**config.mk**
```make
export PLATFORM = sky130hd
export DESIGN_NAME = conv_job_scheduler
export DESIGN_NICKNAME = d
export VERILOG_FILES = /design/src/rtl/conv_job_scheduler.sv
export SDC_FILE = /design/constraint.sdc
export NUM_CORES = 1
export LEC_CHECK = 0
export BUFFER_PORTS_ARGS = -buffer_cell sky130_fd_sc_hd__buf_2
export CELL_PAD_IN_SITES_DETAIL_PLACEMENT = 0
export CELL_PAD_IN_SITES_GLOBAL_PLACEMENT = 1
export CORE_MARGIN = 1.5
export CORE_UTILIZATION = 42
export DETAILED_ROUTE_END_ITERATION = 12
export HOLD_SLACK_MARGIN = 0.08
export PLACE_DENSITY_LB_ADDON = 0.2
export SYNTH_ARGS = -nofsm -noshare
export SYNTH_HDL_FRONTEND = slang
export SYNTH_SLANG_ARGS = --single-unit
```
**constraint.sdc**
```tcl
create_clock -name clk -period 4.1 [get_ports clk]
set_input_delay 0.41 -clock clk [delete_from_list [all_inputs] [get_ports clk]]
set_output_delay 0.41 -clock clk [all_outputs]
set_load 0.005 [all_outputs]
```
**src/rtl/conv_job_scheduler.sv**
```systemverilog
// conv_job_scheduler: walks an oc x row x col tile space and issues one addressed job per tile under a credit limit.
// Optional feature macro PERF_CNT_EN adds saturating busy/stall cycle counters (tied to 0 when undefined).
module conv_job_scheduler #(
  parameter int ADDR_WIDTH      = 32,
  parameter int DATA_WIDTH      = 128,
  parameter int CNT_WIDTH       = 8,
  parameter int FILTER_BYTES    = 36,
  parameter int MAX_OUTSTANDING = 4
) (
  input  logic                  clk,
  input  logic                  rst,
  input  logic                  start_global,
  input  logic [ADDR_WIDTH-1:0] base_ifm_addr,
  input  logic [ADDR_WIDTH-1:0] base_ofm_addr,
  input  logic [ADDR_WIDTH-1:0] base_filter_addr,
  input  logic [CNT_WIDTH-1:0]  num_oc,
  input  logic [CNT_WIDTH-1:0]  num_rows,
  input  logic [CNT_WIDTH-1:0]  num_cols,
  input  logic [ADDR_WIDTH-1:0] row_pitch,
  input  logic [ADDR_WIDTH-1:0] plane_pitch,
  output logic                  job_valid,
  input  logic                  job_ready,
  output logic [ADDR_WIDTH-1:0] job_ifm_addr,
  output logic [ADDR_WIDTH-1:0] job_ofm_addr,
  output logic [ADDR_WIDTH-1:0] job_filter_addr,
  output logic [CNT_WIDTH-1:0]  job_oc,
  output logic [CNT_WIDTH-1:0]  job_row,
  output logic [CNT_WIDTH-1:0]  job_col,
  output logic                  job_last,
  input  logic                  job_done,
  output logic                  busy,
  output logic                  done,
  output logic                  err_underflow,
  output logic [31:0]           perf_busy_cycles,
  output logic [31:0]           perf_stall_cycles
);

  localparam int OW = $clog2(MAX_OUTSTANDING + 1);
  localparam logic [ADDR_WIDTH-1:0] BEAT_BYTES  = ADDR_WIDTH'(DATA_WIDTH / 8);
  localparam logic [ADDR_WIDTH-1:0] FILTER_STEP = ADDR_WIDTH'(FILTER_BYTES);
  localparam logic [OW-1:0]         MAX_OUT     = OW'(MAX_OUTSTANDING);
  localparam logic [OW-1:0]         OUT_ONE     = OW'(1);
  localparam logic [CNT_WIDTH-1:0]  CNT_ONE     = CNT_WIDTH'(1);
  localparam logic [CNT_WIDTH-1:0]  CNT_ZERO    = CNT_WIDTH'(0);

  typedef enum logic [1:0] {
    S_IDLE  = 2'd0,
    S_ISSUE = 2'd1,
    S_DRAIN = 2'd2,
    S_DONE  = 2'd3
  } state_t;

  state_t state_q, state_d;

  logic [OW-1:0]         out_q, out_d;
  logic                  err_q, err_d;
  logic [CNT_WIDTH-1:0]  noc_q, noc_d, nrow_q, nrow_d, ncol_q, ncol_d;
  logic [ADDR_WIDTH-1:0] base_ifm_q, base_ifm_d, rpitch_q, rpitch_d, ppitch_q, ppitch_d;
  logic [CNT_WIDTH-1:0]  oc_q, oc_d, row_q, row_d, col_q, col_d;
  logic [ADDR_WIDTH-1:0] ifm_q, ifm_d, ofm_q, ofm_d, filt_q, filt_d;
  logic [ADDR_WIDTH-1:0] row_ifm_q, row_ifm_d, row_ofm_q, row_ofm_d, oc_ofm_q, oc_ofm_d;
  logic                  last_q, last_d;

  logic start_acc_s, cnt_zero_s, accept_s, underflow_s;

  assign start_acc_s = (state_q == S_IDLE) && start_global;
  assign cnt_zero_s  = (num_oc == CNT_ZERO) || (num_rows == CNT_ZERO) || (num_cols == CNT_ZERO);
  assign accept_s    = job_valid && job_ready;

  always_ff @(posedge clk) begin
    if (rst) begin
      state_q <= S_IDLE;
    end else begin
      state_q <= state_d;
    end
  end

  always_comb begin
    state_d = state_q;
    case (state_q)
      S_IDLE: begin
        if (start_acc_s) begin
          state_d = cnt_zero_s ? S_DONE : S_ISSUE;
        end else begin
          state_d = S_IDLE;
        end
      end
      S_ISSUE: begin
        if (accept_s && last_q) begin
          state_d = S_DRAIN;
        end else begin
          state_d = S_ISSUE;
        end
      end
      // Leave DRAIN on the same edge that retires the final outstanding job.
      S_DRAIN: begin
        if (out_d == '0) begin
          state_d = S_DONE;
        end else begin
          state_d = S_DRAIN;
        end
      end
      S_DONE:  state_d = S_IDLE;
      default: state_d = S_IDLE;
    endcase
  end

  always_comb begin
    job_valid = (state_q == S_ISSUE) && (out_q < MAX_OUT);
    busy      = (state_q != S_IDLE);
    done      = (state_q == S_DONE);
  end

  // A retire with nothing outstanding is dropped and flagged unless an accept cancels it.
  always_comb begin
    out_d       = out_q;
    underflow_s = 1'b0;
    if (accept_s && !job_done) begin
      out_d = out_q + OUT_ONE;
    end else if (!accept_s && job_done) begin
      if (out_q == '0) begin
        underflow_s = 1'b1;
      end else begin
        out_d = out_q - OUT_ONE;
      end
    end else begin
      out_d = out_q;
    end
    if (start_acc_s) begin
      err_d = 1'b0;
    end else if (underflow_s) begin
      err_d = 1'b1;
    end else begin
      err_d = err_q;
    end
  end

  always_comb begin
    noc_d = noc_q;  nrow_d = nrow_q;  ncol_d = ncol_q;
    base_ifm_d = base_ifm_q;  rpitch_d = rpitch_q;  ppitch_d = ppitch_q;
    oc_d = oc_q;  row_d = row_q;  col_d = col_q;
    ifm_d = ifm_q;  ofm_d = ofm_q;  filt_d = filt_q;
    row_ifm_d = row_ifm_q;  row_ofm_d = row_ofm_q;  oc_ofm_d = oc_ofm_q;
    last_d = last_q;
    if (start_acc_s) begin
      noc_d = num_oc;  nrow_d = num_rows;  ncol_d = num_cols;
      base_ifm_d = base_ifm_addr;  rpitch_d = row_pitch;  ppitch_d = plane_pitch;
      oc_d = CNT_ZERO;  row_d = CNT_ZERO;  col_d = CNT_ZERO;
      ifm_d = base_ifm_addr;  row_ifm_d = base_ifm_addr;
      ofm_d = base_ofm_addr;  row_ofm_d = base_ofm_addr;  oc_ofm_d = base_ofm_addr;
      filt_d = base_filter_addr;
      last_d = (num_oc == CNT_ONE) && (num_rows == CNT_ONE) && (num_cols == CNT_ONE);
    end else if (accept_s) begin
      // Each address keeps a running base per loop level so only adders are needed.
      if (col_q != ncol_q - CNT_ONE) begin
        col_d = col_q + CNT_ONE;
        ifm_d = ifm_q + BEAT_BYTES;
        ofm_d = ofm_q + BEAT_BYTES;
      end else if (row_q != nrow_q - CNT_ONE) begin
        col_d     = CNT_ZERO;
        row_d     = row_q + CNT_ONE;
        row_ifm_d = row_ifm_q + rpitch_q;
        ifm_d     = row_ifm_q + rpitch_q;
        row_ofm_d = row_ofm_q + rpitch_q;
        ofm_d     = row_ofm_q + rpitch_q;
      end else begin
        col_d     = CNT_ZERO;
        row_d     = CNT_ZERO;
        oc_d      = oc_q + CNT_ONE;
        row_ifm_d = base_ifm_q;
        ifm_d     = base_ifm_q;
        oc_ofm_d  = oc_ofm_q + ppitch_q;
        row_ofm_d = oc_ofm_q + ppitch_q;
        ofm_d     = oc_ofm_q + ppitch_q;
        filt_d    = filt_q + FILTER_STEP;
      end
      last_d = (oc_d == noc_q - CNT_ONE) && (row_d == nrow_q - CNT_ONE) && (col_d == ncol_q - CNT_ONE);
    end else begin
      last_d = last_q;
    end
  end

  always_ff @(posedge clk) begin
    if (rst) begin
      out_q <= '0;  err_q <= 1'b0;
      noc_q <= '0;  nrow_q <= '0;  ncol_q <= '0;
      base_ifm_q <= '0;  rpitch_q <= '0;  ppitch_q <= '0;
      oc_q <= '0;  row_q <= '0;  col_q <= '0;
      ifm_q <= '0;  ofm_q <= '0;  filt_q <= '0;
      row_ifm_q <= '0;  row_ofm_q <= '0;  oc_ofm_q <= '0;
      last_q <= 1'b0;
    end else begin
      out_q <= out_d;  err_q <= err_d;
      noc_q <= noc_d;  nrow_q <= nrow_d;  ncol_q <= ncol_d;
      base_ifm_q <= base_ifm_d;  rpitch_q <= rpitch_d;  ppitch_q <= ppitch_d;
      oc_q <= oc_d;  row_q <= row_d;  col_q <= col_d;
      ifm_q <= ifm_d;  ofm_q <= ofm_d;  filt_q <= filt_d;
      row_ifm_q <= row_ifm_d;  row_ofm_q <= row_ofm_d;  oc_ofm_q <= oc_ofm_d;
      last_q <= last_d;
    end
  end

  assign job_ifm_addr    = ifm_q;
  assign job_ofm_addr    = ofm_q;
  assign job_filter_addr = filt_q;
  assign job_oc          = oc_q;
  assign job_row         = row_q;
  assign job_col         = col_q;
  assign job_last        = last_q;
  assign err_underflow   = err_q;

`ifdef PERF_CNT_EN
  logic [31:0] pbusy_q, pstall_q;

  always_ff @(posedge clk) begin
    if (rst || start_acc_s) begin
      pbusy_q  <= 32'd0;
      pstall_q <= 32'd0;
    end else begin
      if (busy && (pbusy_q != 32'hFFFF_FFFF)) begin
        pbusy_q <= pbusy_q + 32'd1;
      end else begin
        pbusy_q <= pbusy_q;
      end
      if (job_valid && !job_ready && (pstall_q != 32'hFFFF_FFFF)) begin
        pstall_q <= pstall_q + 32'd1;
      end else begin
        pstall_q <= pstall_q;
      end
    end
  end

  assign perf_busy_cycles  = pbusy_q;
  assign perf_stall_cycles = pstall_q;
`else
  assign perf_busy_cycles  = 32'd0;
  assign perf_stall_cycles = 32'd0;
`endif

endmodule

```
==> qor.csv, run 1 <==
stage,metric,value,unit
placed_design,port bufs,313,
global_routing,GR Util met2,49.91,%
final_layout,share of cells above drive strength 1,14.47,%
synth,post-synth top area share,31.20,%
critical_path,critical path arrival,4.20,ns
critical_path,kind of critical path,reg -> reg,
critical_path,Critical Path End Type,flip-flop,
sta,RSZ-0062 raised after global routing,no,
pwr,Psw,3030,uW
synth,synth warn,0,
floorplanning,row count,83,
clock_tree,clk buf depth,3,
global_routing,GR peak layer,met2,
clock_tree,CTS root buf,clkbuf_16,
critical_path,Worst Path Required,4.60,ns
pwr,Tot Pwr,9826,uW
floorplanning,Core ar.,51510,um2
sta,"Hold Vio Cnt, Final",0,
drt,final wirelength,84.72,mm
sta,crit path time final,3.702,ns
global_routing,grt ovf,0,
worst_hold_path,Worst Hold End,ppitch_q[3],
synth,Synth Flop Type,dfxtp_1,
critical_path,reg-to-reg endpoint,job_ofm_addr[7],
critical_path,slowest CP cell,and2_2,
sta,Max Fclk,270.1,MHz
critical_path,crit-path max cell delay,0.50,ns
synth,Mapped Area,22010,um2
drt,Antenna Nets Post-Route,0,
global_routing,vias in the first global route,21820,
sta,worst-margin pin slew,1.418,ns
placed_design,placed inst area,23940,um2
clock_tree,CTS tree,yes,
pwr,Pleak,0.01090,uW
sta,Sum Neg Setup Slack,0,ns
pwr,sequential share of power,38.9,%
clock_tree,Clock Sinks,343,
clock_tree,H-tree levels,2,
pwr,pwr/cell area,378.8,nW/um2
critical_path,RR Startpoint,nrow_q[0],
synth,"flops & latches, synth",343,
placed_design,Placed Instances,3814,
drt,DRT iter0 DRCs,1878,
synth,Syn Inst Count,2950,
run_status,outcome,finished clean,
global_routing,GRT met1 Usage,40.80,%
synth,Syn Area/Cell,7.461,um2
sta,slew margin rel.,5.140,%
final_layout,"non-filler cells, final",3944,
sta,pins over their slew limit,0,
drt,via count,23130,
final_layout,post-route cell area,25940,um2
drt,drt wl/cell,21.48,um
final_layout,sequential cell area,6867,um2
synth,Post-synth ARST share,0,%
pwr,P_int,6796,uW
worst_hold_path,min-delay src,plane_pitch[3],
global_routing,Total Routing Usage GR,30.60,%
floorplanning,Die Y,231.9,um
synth,number of flops mapped to enable cells by yosys,0,
clock_tree,Clock transition at path regs,0.06,ns
synth,largest cells by area after synthesis,"dfxtp_1 (31%), nand2_1 (9.0%), a21oi_1 (8.3%)",
global_routing,met3 GRT Util,4.359,%
synth,unique cell type count in the Yosys netlist,80,
drt,Initial DRT Pass Iterations,6,
final_layout,Fill cells,5234,
pwr,Logic pwr share,19.5,%
placed_design,Final GP Congestion,0.9381,
pwr,Max VDD drop,0.0002914,V
final_layout,Final #Nets,3526,
clock_tree,worst skew pair latency,0.58,ns
critical_path,Startpoint Class,flip-flop,
synth,cell taking the most area after synthesis,dfxtp_1,
worst_hold_path,Worst Hold Depth,3,
flow_run,# Max-Cap Violations,0,
floorplanning,I/O pins,378,
global_routing,initial antenna violation count,3,
global_routing,first-pass GRT wire length,128.8,mm
critical_path,worst reg-to-reg setup slack,0.40,ns
sta,Hold Slack,0.09798,ns
synth,sequential area share after synthesis,31.20,%
critical_path,reg2reg path depth,13,
pwr,Sw Share,30.84,%
final_layout,multi-input logic area,14080,um2
final_layout,synth-to-layout area growth,17.86,%
drt,DR vias/cell,5.864,
sta,ratio of final minimum period to clock period,90.28,%
pwr,clock power share,41.6,%
critical_path,"Max FO, Critical Path",17,
placed_design,HPWL after detailed placement,61.81,mm
worst_hold_path,min-delay worst type,in -> reg,
floorplanning,die span in x,231.9,um
floorplanning,Initial Util,42.73,%
critical_path,worst path cell trace,inv_1 > ha_1 > xor2_1 > xnor2_1 > o211ai_1 > nor3_2 > and2_2 > buf_4 > buf_4 > nand2_1 > o211ai_1 > o2111ai_1 > a21oi_1,
floorplanning,Die ar.,53780,um2
sta,skew final,0.01781,ns
global_routing,largest net degree at the start of global routing,198,
clock_tree,total CTS buffers,42,
drt,drc violations,0,
sta,endpoints failing setup,0,
-- Yosys cell counts, types with 23 or more instances --
| library cell | count |
|---|---|
| a211oi_1 | 51 |
| a21o_1 | 47 |
| a21oi_1 | 365 |
| a31oi_1 | 52 |
| and3_1 | 38 |
| buf_1 | 28 |
| buf_2 | 23 |
| buf_4 | 65 |
| clkbuf_1 | 123 |
| dfxtp_1 | 343 |
| ha_1 | 105 |
| inv_1 | 42 |
| nand2_1 | 528 |
| nand3_1 | 76 |
| nand4_1 | 31 |
| nor2_1 | 241 |
| nor3_1 | 45 |
| o211ai_1 | 32 |
| o21ai_0 | 154 |
| o221ai_1 | 25 |
| xnor2_1 | 109 |
| xor2_1 | 71 |
-- routing by layer --
layer  up-vias  wire length, um
li1      11020                -
met1     11030            36550
met2       920            38970
met3       158             6242
met4         0             2958
met5         -                0
-- worst max-delay path: cells and delay by family, from the launching register on --
kind	cells	cell delay, ns
flops	1	0.46
simple gates	3	0.92
xor+xnor	2	0.54
buf+inv	3	0.75
fa+ha+maj	1	0.26
compound gates	4	0.68
-- sequential cells by signal (all words and copies together) (netlist names) --
register,count
noc_q,8
nrow_q,8
job_ofm_addr,32
err_underflow,1
base_ifm_q,32
row_ofm_q,32
ppitch_q,32
oc_ofm_q,32
job_col,8
state_q,2
job_row,8
job_ifm_addr,32
job_filter_addr,32
job_last,1
row_ifm_q,32
rpitch_q,32
out_q,3
ncol_q,8
job_oc,8
-- power groups by stage --
| stage | registers, uW | logic (uW) | clock network [uW] |
|---|---|---|---|
| 2_1_floorplan | 3800 | 1270 | 0 |
| 3_3_place_gp | 3880 | 1830 | 0 |
| 3_5_place_dp | 3890 | 1860 | 0 |
| 4_1_cts | 3810 | 1910 | 4140 |
| 5_1_grt | 3850 | 2110 | 4280 |
| 6_report | 3820 | 1920 | 4090 |
-- cell families (layout without fill, tap and decap cells) --
logic type               after synthesis  count (layout)  share of synthesized area [%]
AND/OR/NAND/NOR                     1082            1082                          21.80
adder cells (fa/ha/maj)              108             108                          6.242
multiplexers                          21              21                         0.9835
buffers and inverters                282             531                          6.049
flip-flops                           343             343                          31.20
AO/OA/AOI/OAI                        931             931                          26.33
other                                  1              66                        0.01704
XOR/XNOR                             182             182                          7.374
-- what timing repair did --
action,CTS,global route
hold buffers,51,0
buffers inserted,0,0
gates resized for setup,0,0
endpoints found under the setup margin,0,0
hold endpoints to repair,51,0
-- worst max path at each step --
stage	from	end	slack, ns	cells past startpoint
after floorplan	rpitch_q[0]	row_ofm_q[30]	1.16	12
after global placement	nrow_q[0]	job_ofm_addr[7]	0.51	13
after detailed placement	nrow_q[0]	job_ofm_addr[7]	0.49	13
after CTS	nrow_q[0]	job_ofm_addr[7]	0.46	13
after global routing	nrow_q[0]	job_ofm_addr[3]	0.08	13
final	nrow_q[0]	job_ofm_addr[7]	0.40	13
-- through the flow --
step / util [%] / worst slack (ns)
CTS: 50.35 / 0.4600
detailed placement: 46.48 / 0.4938
floorplan: - / 1.162
finish: 50.36 / 0.3983
global route: 50.36 / 0.08111
global placement: 46.48 / 0.5116
-- area by class of cell --
class / count / share of cell area (%)
multi-input cells: 2388 / 54.29
flip-flops and latches: 343 / 26.47
repair buffers: 411 / 9.599
clock buffers: 56 / 4.606
well taps: 680 / 3.280
clock inverters: 21 / 1.114
inverters: 43 / 0.6222
diodes: 2 / 0.01929
-- cells in the final DEF (no fill, tap or decap), types with 31 or more instances in the layout --
cell type      instances
nand4_1               31
xnor2_1              109
buf_2                312
dlygate4sd3_1         51
buf_4                 43
a21o_1                47
o211ai_1              32
nor2_1               239
ha_1                 105
conb_1                64
a31oi_1               52
clkbuf_16             43
a211oi_1              51
and3_1                37
nand3_1               75
a21oi_1              365
nand2_1              525
xor2_1                71
inv_1                 42
nor3_1                45
dfxtp_1              343
o21ai_0              154
Power figures use the tool's default switching activity.
==> run 2, diff against run 1 <==
- RECOVER_POWER: unset -> 50
==> run 2 against run 1 <==
  * The run now ends with capacitance limit, slew limit left
  * First-iteration DRC count is 1.8% lower
  * Critical path depth stayed put
  * Total power is 0.20% lower
  * Clock-buffer cell count stayed put
  * Worst hold slack better by 0.0017 ns
==> qor.csv, run 2 (same netlist as run 1, synthesis figures left out) <==
stage,metric,value,unit
run_status,outcome,"complete, but fails checks",
run_status,failing checks,"capacitance limit, slew limit",
drt,Antenna Nets Post-Route,0,
global_routing,GR peak layer,met2,
sta,Max Fclk,270.7,MHz
critical_path,critical path arrival,4.19,ns
critical_path,kind of critical path,reg -> reg,
global_routing,vias in the first global route,21820,
pwr,P_int,6779,uW
floorplanning,Die ar.,53780,um2
global_routing,Total Routing Usage GR,30.60,%
sta,skew final,0.01963,ns
placed_design,HPWL after detailed placement,61.81,mm
final_layout,most frequent cells in the layout,"nand2_1 (527), a21oi_1 (365), dfxtp_1 (343)",
floorplanning,I/O pins,378,
sta,worst-margin pin slew,1.897,ns
pwr,Sw Share,30.88,%
clock_tree,worst skew pair latency,0.59,ns
placed_design,placed inst area,23940,um2
pwr,sequential share of power,39.0,%
critical_path,slowest CP cell,and2_2,
critical_path,Startpoint Class,flip-flop,
floorplanning,Core ar.,51510,um2
drt,DR vias/cell,5.863,
final_layout,"most common cell after layout, fill and taps aside",nand2_1,
floorplanning,Die Y,231.9,um
critical_path,Worst Path Required,4.60,ns
placed_design,Final GP Congestion,0.9381,
global_routing,met3 GRT Util,4.359,%
critical_path,crit-path max cell delay,0.50,ns
clock_tree,H-tree levels,2,
pwr,Tot Pwr,9807,uW
critical_path,worst path cell trace,inv_1 > ha_1 > xor2_1 > xnor2_1 > o211ai_1 > nor3_2 > and2_2 > buf_4 > buf_4 > nand2_1 > o211ai_1 > o2111ai_1 > a21oi_1,
final_layout,Final #Nets,3526,
clock_tree,total CTS buffers,42,
clock_tree,clk buf depth,3,
sta,pins over their slew limit,42,
clock_tree,Clock transition at path regs,0.06,ns
global_routing,first-pass GRT wire length,128.8,mm
final_layout,post-route cell area,25800,um2
pwr,pwr/cell area,380.1,nW/um2
worst_hold_path,min-delay worst type,in -> reg,
critical_path,RR Startpoint,nrow_q[0],
critical_path,worst setup path startpoint,nrow_q[0],
pwr,Pleak,0.01053,uW
clock_tree,Clock Sinks,343,
sta,Sum Neg Setup Slack,0,ns
pwr,Max VDD drop,0.0002920,V
sta,endpoints failing setup,0,
drt,Initial DRT Pass Iterations,6,
global_routing,grt ovf,0,
sta,RSZ-0062 raised after global routing,no,
clock_tree,CTS root buf,clkbuf_16,
final_layout,synth-to-layout area growth,17.23,%
drt,drc violations,0,
pwr,clock power share,41.6,%
sta,ratio of final minimum period to clock period,90.12,%
floorplanning,Initial Util,42.73,%
floorplanning,die span in x,231.9,um
worst_hold_path,min-delay src,plane_pitch[3],
floorplanning,row count,83,
critical_path,"Max FO, Critical Path",17,
drt,drt wl/cell,21.49,um
sta,slew margin rel.,-26.75,%
critical_path,Critical Path End Type,flip-flop,
flow_run,# Max-Cap Violations,1,
global_routing,largest net degree at the start of global routing,198,
pwr,Logic pwr share,19.4,%
pwr,Psw,3028,uW
drt,via count,23120,
global_routing,GR Util met2,49.91,%
sta,crit path time final,3.695,ns
final_layout,share of cells above drive strength 1,11.53,%
placed_design,port bufs,313,
clock_tree,CTS tree,yes,
drt,DRT iter0 DRCs,1845,
drt,final wirelength,84.76,mm
global_routing,initial antenna violation count,3,
sta,"Hold Vio Cnt, Final",0,
global_routing,GRT met1 Usage,40.80,%
[run 2: cell count changes in the layout (fill, tap and decap cells not counted), moves of 2 or more]
cell / before / now
buf_2: 312 / 223
nand2_1: 525 / 527
buf_4: 43 / 38
clkbuf_1: 6 / 98
[run 2: power groups by stage]
stage,Clock [uW],Combinational [uW],Sequential (uW)
after detailed placement,0,1860,3890
after global routing,4280,2090,3850
after global placement,0,1830,3880
after floorplan,0,1270,3800
after CTS,4140,1910,3810
final,4080,1900,3820
[run 2: path summary, 6_finish.rpt]
kind | endpoint | slack, ns | cells past startpoint
max | job_ofm_addr[7] | 0.41 | 13
min | ppitch_q[3] | 0.1 | 3
max reg2reg | job_ofm_addr[7] | 0.41 | 13
min reg2reg | base_ifm_q[11] | 0.46 | 2
[run 2: layout make-up]
| type | instances | area, um2 |
|---|---|---|
| clock inverters | 21 | 289.0 |
| inverters | 43 | 161.4 |
| fillers | 5283 | 25710 |
| flip-flops and latches | 343 | 6867 |
| multi-input cells | 2388 | 14070 |
| well taps | 680 | 850.8 |
| diodes | 2 | 5.005 |
| clock buffers | 56 | 1195 |
| repair buffers | 411 | 2361 |
[run 2: worst max-delay path, delay by kind of cell (launching register included)]
| kind | cells | cell delay [ns] |
|---|---|---|
| flip-flops | 1 | 0.46 |
| AND/OR/NAND/NOR | 3 | 0.93 |
| XOR/XNOR | 2 | 0.54 |
| buffers and inverters | 3 | 0.76 |
| AO/OA/AOI/OAI | 4 | 0.67 |
| adder cells (fa/ha/maj) | 1 | 0.26 |
[run 2: through the flow]
stage	setup slack [ns]	utilization [%]	hold WS (ns)	instances
CTS	0.4600	50.35	0.08006	3942
floorplan	1.162	-	0.4312	3013
global route	0.08093	50.09	0.09583	3944
detailed placement	0.4938	46.48	0.4467	3814
global placement	0.5116	46.48	0.4386	3814
finish	0.4052	50.09	0.09972	3944
[run 2: what timing repair did]
item / 4_1_cts / 5_1_grt
setup buffers: 0 / 0
endpoints found under the hold margin: 51 / 0
hold buffers: 51 / 0
resized for setup: 0 / 0
[run 2: per-layer routing]
metal	wire [um]	up-vias
met3	6085	152
met4	2880	0
met1	36720	11040
met5	0	-
li1	-	11030
met2	39070	902
==> run 3, diff against run 2 <==
- ABC_AREA: unset -> 1
- CORE_MARGIN: 1.5 -> 3
- CORE_UTILIZATION: 42 -> 44
- clock period: 4.1 -> 4.5 ns (I/O delays scaled with it)
==> run 3 against run 2 <==
  * The run still ends with capacitance limit, slew limit left
  * Register-to-register slack better by 0.18 ns
  * Flip-flop and latch count stayed put
  * Clock power is 13% lower
  * Setup slack better by 0.18 ns
  * Via count is 6.6% higher
  * Critical path depth is 5 lower
  * Maximum frequency is 5.7% lower
  * Total power is 0.86% higher
  * Sequential power is 3% lower
  * Global-route usage is 0.54 points lower
  * Area after synthesis is 6.1% higher
  * Critical endpoint is now oc_ofm_q[13]
  * Largest cell class unchanged
  * Largest power group is now sequential cells
==> qor.csv, run 3 <==
stage,metric,value,unit
sta,worst setup slack after layout,0.5824,ns
global_routing,initial antenna violation count,5,
synth,post-synth top area share,29.39,%
synth,Synth Flop Type,dfxtp_1,
run_status,failing checks,"capacitance limit, slew limit",
global_routing,first-pass GRT wire length,133.0,mm
synth,Post-synth ARST share,0,%
critical_path,critical path arrival,4.43,ns
drt,drc violations,0,
pwr,clock power share,36.0,%
sta,ratio of final minimum period to clock period,87.06,%
final_layout,post-route cell area,26450,um2
global_routing,grt ovf,0,
clock_tree,CTS tree,yes,
floorplanning,Initial Util,44.99,%
placed_design,Final GP Congestion,0.9809,
clock_tree,hold buffers post-CTS,0,
floorplanning,Core ar.,51920,um2
synth,Syn Area/Cell,6.540,um2
synth,Syn Inst Count,3572,
synth,unique cell type count in the Yosys netlist,55,
synth,cell with the most instances after synthesis,nand2_1,
clock_tree,total CTS buffers,44,
drt,final wirelength,87.84,mm
synth,synth cell count leaders,"nand2_1 (793), nor2_1 (402), o21ai_0 (388), dfxtp_1 (343), inv_1 (278)",
placed_design,port bufs,313,
final_layout,Final #Nets,4086,
final_layout,"non-filler cells, final",4503,
critical_path,kind of critical path,reg -> reg,
synth,synth warn,0,
sta,worst-margin pin slew,1.756,ns
clock_tree,Clock transition at path regs,0.06,ns
placed_design,pre-CTS setup slack,1.113,ns
drt,Antenna Nets Post-Route,0,
floorplanning,row count,83,
drt,DRT iter0 DRCs,1902,
final_layout,Fill cells,5603,
clock_tree,CTS root buf,clkbuf_16,
drt,drt wl/cell,19.51,um
critical_path,Startpoint Class,flip-flop,
pwr,sequential share of power,37.6,%
synth,sequential area share after synthesis,29.39,%
pwr,P_int,6335,uW
critical_path,worst path cell trace,nor2_1 > nand2_4 > inv_8 > clkbuf_2 > nand2_1 > o21ai_0 > nor2_1 > nor2_1,
synth,"flops & latches, synth",343,
floorplanning,I/O pins,378,
final_layout,most frequent cells in the layout,"nand2_1 (792), nor2_1 (400), o21ai_0 (388)",
pwr,Tot Pwr,9891,uW
pwr,Psw,3556,uW
drt,via count,24660,
final_layout,share of cells above drive strength 1,10.60,%
sta,Max Fclk,255.3,MHz
floorplanning,die span in x,236.4,um
final_layout,"most common cell after layout, fill and taps aside",nand2_1,
floorplanning,Die ar.,55890,um2
pwr,Max VDD drop,0.0002199,V
pwr,Pleak,0.01169,uW
pwr,Sw Share,35.95,%
placed_design,HPWL after detailed placement,66.56,mm
drt,Initial DRT Pass Iterations,6,
run_status,outcome,"complete, but fails checks",
final_layout,multi-input logic area,14490,um2
final_layout,synth-to-layout area growth,13.22,%
flow_run,# Max-Cap Violations,2,
critical_path,Critical Path End Type,flip-flop,
clock_tree,clk buf depth,3,
sta,crit path time final,3.918,ns
synth,largest cells by area after synthesis,"dfxtp_1 (29%), nand2_1 (13%), o21ai_0 (8.3%)",
clock_tree,H-tree levels,2,
sta,endpoints failing setup,0,
synth,Mapped Area,23360,um2
sta,"Hold Vio Cnt, Final",0,
critical_path,slowest CP cell,clkbuf_2,
synth,cell taking the most area after synthesis,dfxtp_1,
global_routing,vias in the first global route,22750,
final_layout,sequential cell area,6867,um2
worst_hold_path,min-delay worst type,in -> reg,
critical_path,"Max FO, Critical Path",75,
clock_tree,Clock Sinks,343,
clock_tree,# Post-CTS Setup Buffers,0,
pwr,pwr/cell area,374.0,nW/um2
sta,pins over their slew limit,118,
clock_tree,Resize count post-CTS,0,
floorplanning,Die Y,236.4,um
drt,DR vias/cell,5.475,
sta,Sum Neg Setup Slack,0,ns
global_routing,Total Routing Usage GR,30.06,%
pwr,Logic pwr share,26.4,%
global_routing,largest net degree at the start of global routing,165,
placed_design,placed inst area,25110,um2
sta,skew final,0.01948,ns
placed_design,Placed Instances,4423,
sta,slew margin rel.,-17.04,%
critical_path,crit-path max cell delay,1.26,ns
critical_path,CP dominant cell by count,nor2_1,
sta,RSZ-0062 raised after global routing,no,
synth,number of flops mapped to enable cells by yosys,0,
critical_path,Worst Path Required,5.01,ns
clock_tree,worst skew pair latency,0.58,ns
run 3: cell count changes after synthesis, sizes merged, moves of 24 or more:
cell / before / now
and3: 39 / 1
nor2: 241 / 423
nand3: 76 / 189
xnor2: 109 / 58
o221ai: 25 / 1
a31oi: 52 / 149
o21ai: 154 / 399
a211oi: 51 / 6
a21oi: 366 / 248
inv: 43 / 287
nand2: 529 / 800
a21o: 47 / 13
run 3: cells by family after synthesis:
family                     synth area share (%)
adders and majority gates                 5.881
and+or+nand+nor                           27.93
xor gates and xnor gates                  5.511
buffers and inverters                     9.710
AOI/OAI and AO/OA                         21.43
other                                   0.01605
DFF                                       29.39
muxes                                    0.1285
run 3: path summary, 6_finish.rpt:
path	start	endpoint	slack, ns	depth (start not counted)
setup / recovery	state_q[0]	oc_ofm_q[13]	0.58	8
hold / removal	plane_pitch[17]	ppitch_q[17]	0.12	3
setup reg to reg	state_q[0]	oc_ofm_q[13]	0.58	8
hold reg to reg	base_ifm_q[2]	base_ifm_q[2]	0.46	2
run 3: worst max-delay path, delay by kind of cell (launching register included):
kind / cells / cell delay (ns)
simple gates: 5 / 1.39
compound gates: 1 / 0.22
buf+inv: 2 / 1.76
flops: 1 / 0.35
run 3: layer usage:
layer	global-route usage, %	routed length, um	vias up	part of all wire, %
met5	0	12	-	0.014
met4	11.56	3740	2	4.3
met1	40.52	38560	11280	44
met2	47.73	39060	866	44
met3	5.472	6466	174	7.4
li1	-	-	12340	-
run 3: layout make-up:
type                            instances  area share (%)
Antenna cell                            3         0.02838
Clock buffer                           62           4.991
Timing Repair Buffer                  334           6.434
Tap cell                              680           3.217
Sequential cell                       343           25.96
Clock inverter                         15          0.4683
Inverter                              288           4.135
Multi-Input combinational cell       2778           54.77
run 3: power by group through the flow:
stage,Sequential [uW],Clock [uW],Combinational [uW]
finish,3720,3560,2620
global route,3750,3730,2920
CTS,3710,3610,2610
detailed placement,3770,0,2600
global placement,3770,0,2600
floorplan,3630,0,1790
run 3: stage by stage:
stage                     hold slack (ns)  util, %
after global placement             0.4485    48.36
after floorplan                    0.4409        -
after global routing               0.1082    50.93
after detailed placement           0.4552    48.36
after CTS                         0.09884    51.14
final                              0.1231    50.94
